===== src/rtl/imm_ext_pkg.sv =====
// Shared constants for the immediate-extension stage: extension modes and pipe state encodings.
// Pure declarations, no logic and no latency.
// No flow control of its own.
package imm_ext_pkg;

    localparam logic [1:0] EXT_ZERO   = 2'b00;
    localparam logic [1:0] EXT_SIGN   = 2'b01;
    localparam logic [1:0] EXT_UPPER  = 2'b10;
    localparam logic [1:0] EXT_BRANCH = 2'b11;

    typedef enum logic [1:0] {
        ST_EMPTY = 2'd0,
        ST_ONE   = 2'd1,
        ST_FULL  = 2'd2
    } state_e;

endpackage


===== src/rtl/imm_ext_core.sv =====
// Combinational IN_W -> OUT_W immediate extension (zero / sign / upper, branch with IMM_EXTEND_BRANCH_EN).
// Latency: 0 cycles, purely combinational.
// Backpressure: none, the enclosing pipe decides when the result is captured.
module imm_ext_core
    import imm_ext_pkg::*;
#(
    parameter int IN_W  = 16,
    parameter int OUT_W = 32
) (
    input  logic [IN_W-1:0]  in_imm,
    input  logic [1:0]       in_mode,
    output logic [OUT_W-1:0] ext_data
);

    localparam int PAD_W = OUT_W - IN_W;

    logic [OUT_W-1:0] zext;
    logic [OUT_W-1:0] sext;
    logic [OUT_W-1:0] uext;

    assign zext = {{PAD_W{1'b0}}, in_imm};
    assign sext = {{PAD_W{in_imm[IN_W-1]}}, in_imm};
    assign uext = {in_imm, {PAD_W{1'b0}}};

`ifdef IMM_EXTEND_BRANCH_EN
    // Word offset: the two topmost sign copies fall off, width stays OUT_W.
    logic [OUT_W-1:0] bext;
    assign bext = {sext[OUT_W-3:0], 2'b00};
`endif

    always_comb begin
        ext_data = zext;
        case (in_mode)
            EXT_SIGN:   ext_data = sext;
            EXT_UPPER:  ext_data = uext;
`ifdef IMM_EXTEND_BRANCH_EN
            EXT_BRANCH: ext_data = bext;
`endif
            default:    ext_data = zext;
        endcase
    end

endmodule


===== src/rtl/imm_extend_pipe.sv =====
// Registered immediate-extension stage with a 2-entry skid buffer (branch mode via IMM_EXTEND_BRANCH_EN).
// Latency: 1 cycle from accept to out_valid.
// Backpressure: in_ready comes only from the state register; drops after two unemitted items.
module imm_extend_pipe
    import imm_ext_pkg::*;
#(
    parameter int IN_W  = 16,
    parameter int OUT_W = 32,
    parameter int TAG_W = 5
) (
    input  logic             clk,
    input  logic             reset,
    input  logic             flush,
    input  logic             in_valid,
    output logic             in_ready,
    input  logic [IN_W-1:0]  in_imm,
    input  logic [1:0]       in_mode,
    input  logic [TAG_W-1:0] in_tag,
    output logic             out_valid,
    input  logic             out_ready,
    output logic [OUT_W-1:0] out_data,
    output logic [TAG_W-1:0] out_tag
);

    logic [OUT_W-1:0] ext_data;

    imm_ext_core #(
        .IN_W  (IN_W),
        .OUT_W (OUT_W)
    ) u_core (
        .in_imm   (in_imm),
        .in_mode  (in_mode),
        .ext_data (ext_data)
    );

    state_e           state_q,     state_d;
    logic             in_ready_q,  in_ready_d;
    logic             out_valid_q, out_valid_d;
    logic [OUT_W-1:0] or_data_q,   or_data_d;
    logic [TAG_W-1:0] or_tag_q,    or_tag_d;
    logic [OUT_W-1:0] sr_data_q,   sr_data_d;
    logic [TAG_W-1:0] sr_tag_q,    sr_tag_d;

    logic accept;
    logic emit;

    assign accept = in_valid && in_ready_q;
    assign emit   = out_valid_q && out_ready;

    always_comb begin
        state_d   = state_q;
        or_data_d = or_data_q;
        or_tag_d  = or_tag_q;
        sr_data_d = sr_data_q;
        sr_tag_d  = sr_tag_q;
        case (state_q)
            ST_EMPTY: begin
                if (accept) begin
                    state_d   = ST_ONE;
                    or_data_d = ext_data;
                    or_tag_d  = in_tag;
                end
            end
            ST_ONE: begin
                if (accept && emit) begin
                    or_data_d = ext_data;
                    or_tag_d  = in_tag;
                end else if (accept) begin
                    state_d   = ST_FULL;
                    sr_data_d = ext_data;
                    sr_tag_d  = in_tag;
                end else if (emit) begin
                    state_d   = ST_EMPTY;
                end
            end
            ST_FULL: begin
                if (emit) begin
                    state_d   = ST_ONE;
                    or_data_d = sr_data_q;
                    or_tag_d  = sr_tag_q;
                end
            end
            default: state_d = ST_EMPTY;
        endcase
        // A same-cycle handshake is discarded; data registers are don't-care once EMPTY.
        if (flush) begin
            state_d = ST_EMPTY;
        end
        out_valid_d = (state_d != ST_EMPTY);
        in_ready_d  = (state_d != ST_FULL);
    end

    always_ff @(posedge clk) begin
        if (reset) begin
            state_q     <= ST_EMPTY;
            in_ready_q  <= 1'b1;
            out_valid_q <= 1'b0;
            or_data_q   <= '0;
            or_tag_q    <= '0;
            sr_data_q   <= '0;
            sr_tag_q    <= '0;
        end else begin
            state_q     <= state_d;
            in_ready_q  <= in_ready_d;
            out_valid_q <= out_valid_d;
            or_data_q   <= or_data_d;
            or_tag_q    <= or_tag_d;
            sr_data_q   <= sr_data_d;
            sr_tag_q    <= sr_tag_d;
        end
    end

    assign in_ready  = in_ready_q;
    assign out_valid = out_valid_q;
    assign out_data  = or_data_q;
    assign out_tag   = or_tag_q;

endmodule


===== config.mk =====
export PLATFORM = sky130hd
export DESIGN_NAME = imm_extend_pipe
export DESIGN_NICKNAME = d
export VERILOG_FILES = /design/src/rtl/imm_ext_pkg.sv /design/src/rtl/imm_ext_core.sv /design/src/rtl/imm_extend_pipe.sv
export SDC_FILE = /design/constraint.sdc
export NUM_CORES = 1
export LEC_CHECK = 0
export ABC_AREA = 1
export CAP_MARGIN = 20
export CELL_PAD_IN_SITES_DETAIL_PLACEMENT = 1
export CELL_PAD_IN_SITES_GLOBAL_PLACEMENT = 1
export CORE_UTILIZATION = 40
export CTS_BUF_LIST = sky130_fd_sc_hd__clkbuf_8
export DETAILED_ROUTE_END_ITERATION = 16
export PLACE_DENSITY_LB_ADDON = 0.08
export SLEW_MARGIN = 20
export SYNTH_ARGS = -nofsm -noshare
export SYNTH_HDL_FRONTEND = slang
export SYNTH_SLANG_ARGS = --single-unit

===== constraint.sdc =====
create_clock -name clk -period 4.4 [get_ports clk]
set_input_delay 0.44 -clock clk [delete_from_list [all_inputs] [get_ports clk]]
set_output_delay 0.44 -clock clk [all_outputs]
set_load 0.01 [all_outputs]

==> out/metrics.csv <==
metric;value;unit
DPL Wire Length;7.74;mm
worst setup margin;1.79;ns
Root Driver;clkbuf_8;
share of cells above drive strength 1;3.76;%
via count;4012;
max cap viols;0;
# diodes;0;
clock slew at reported path FFs;0.08;ns
Layout area overhead;23.6;%
yosys warns;0;
unrepaired setup endpoints after global routing;no;
final worst path period need;2.61;ns
clk_skew;0.0106;ns
Sw Ratio;29.9;%
sequential cell area fraction in the yosys report;40.0;%
first-pass GRT wire length;19.1;mm
# placed instances;831;
Max clock buf depth;2;
initial drt markers;122;
Finished Layout Cells;847;
Req. time, crit path;4.64;ns
CTS tree;yes;
largest net degree at the start of global routing;60;
switching pwr;0.000487;W
number of remaining DRC errors;0;
Hold Crit Class;register to register;
vias in the first global route;4189;
pre-CTS setup slack;1.45;ns
kind of critical path;primary input to register;
IO Port Bufs;66;
crit share post-route;59.3;%
clock sinks;78;
IO Count;67;
DRT Pass-1 Iters;4;
initial antenna violation count;0;
post-CTS sizing;0;
Reg power frac;47.2;%
Wirelength per Cell;13.4;microns
Setup Buffers After CTS;0;
GR Overflow Total;0;
Pint;0.00114;W
die area;0.0102;sq mm
critical-path maximum fanout;13;
final WL;11.4;mm
Placement Cell Area;0.00463;sq mm
final count of pins violating max slew;0;
syn avg cell area;5.87;sq um
#FFs+latches synth;78;
outcome;complete, no violations;
Pwr Density;338;mW/mm^2
R2R Setup Slk;2.29;ns
worst-margin pin slew;0.971;ns
most common cell after layout, fill and taps aside;nand2_1;
Data arrival, critical path;2.85;ns
# setup viols final;0;
Slew HR;35.0;%
Die Ht;101;microns
clock power share;32.7;%
Overall Global Routing Usage;24.0;%
Pleak;2.44;nW
ANT nets after route;0;
cts bufs inserted;9;
Syn Inst Count;665;
Max Clk Rate;384;MHz
Synth Net Count;695;
Rows;35;
Critical Path Start Type;primary input;
area of the core;0.00933;sq mm
VDD IR max;141;uV
clk_lat worst skew;0.35;ns
H-tree depth;3;
Final #Nets;743;
Final Hold Viols;0;
most frequent cells in the layout;nand2_1 (279), nor2_1 (119), inv_1 (83), dfxtp_1 (78), clkdlybuf4s50_1 (66);
Post-CTS Hold Buffers;0;
vias per inst;4.74;
Comb power frac;20.1;%
Setup Total Neg Slack;0;ns
routability cong.;0.757;
Die Span X;101;microns
Starting Density;41.8;%
Synth Cell Area;0.00390;sq mm
crit end category;register;
post-route cell area;0.00482;sq mm
synth unique cells;16;
[sequential cells by signal (all words and copies together), names as in the netlist]
name and cells:
in_ready 1, out_data 32, out_tag 5, out_valid 1, sr_data_q 32, sr_tag_q 5
state_q 2
[power by group through the flow]
stage / combinational (W) / sequential (W) / clock [W]
floorplan: 0.000175 / 0.000798 / 0
global placement: 0.000317 / 0.000784 / 0
detailed placement: 0.000330 / 0.000786 / 0
CTS: 0.000333 / 0.000770 / 0.000550
global route: 0.000373 / 0.000774 / 0.000571
finish: 0.000328 / 0.000769 / 0.000533
[worst max-delay path, stage by stage]
cell and delay, ns:
clkdlybuf4s50_1 0.50, inv_1 0.06, ha_1 0.34, nor2_1 0.77, inv_1 0.36, nand3_1 0.17
nand2_1 0.06, nor2_1 0.09, nor2_1 0.06
[worst paths after layout]
check / end / cells after the start / start
hold / removal: sr_tag_q[2]$_SDFFE_PP0P_ / 2 / sr_tag_q[2]$_SDFFE_PP0P_
setup reg to reg: out_data[31]$_SDFFE_PP0P_ / 7 / state_q[1]$_SDFF_PP0_
setup / recovery: out_data[13]$_SDFFE_PP0P_ / 9 / in_mode[0]
hold reg to reg: sr_tag_q[2]$_SDFFE_PP0P_ / 2 / sr_tag_q[2]$_SDFFE_PP0P_
[Yosys cell counts, drive strengths merged]
| cell | n | area (sq um) |
|---|---|---|
| o21ai | 1 | 5.00 |
| ha | 2 | 25.0 |
| nand3 | 27 | 135 |
| dfxtp | 78 | 1560 |
| nand2 | 281 | 1060 |
| clkbuf | 13 | 48.8 |
| inv | 84 | 315 |
| nor2 | 120 | 453 |
| buf | 22 | 114 |
| a21oi | 37 | 185 |
[layout make-up]
type	count	area, sq um
multi-input cells	468	1880
repair buffers	72	718
well taps	129	161
clock buffers	9	124
fillers	1305	4500
clock inverters	7	66.3
inverters	84	315
flip-flops and latches	78	1560
[cells by family (layout without fill, tap and decap cells)]
logic type,count (synthesis),in the layout,synth area share (%)
simple gates,428,428,42.2
compound gates,38,38,4.87
fa+ha+maj,2,2,0.641
flops,78,78,40.0
buf+inv,119,172,12.2
[layer usage]
metal | GRT usage, % | wire length (microns)
met1 | 29.4 | 5280
met2 | 42.9 | 5580
met3 | 3.26 | 335
met4 | 8.36 | 164
met5 | 0 | 0
[stage by stage]
step	hold WS, ns	utilization [%]	power (W)
6_report	0.469	51.7	0.00163
4_1_cts	0.471	51.7	0.00165
2_1_floorplan	0.439	-	0.000973
3_3_place_gp	0.452	49.4	0.00110
3_5_place_dp	0.457	49.6	0.00112
5_1_grt	0.494	51.7	0.00172
Note: power is estimated with default switching activity, not from simulation.
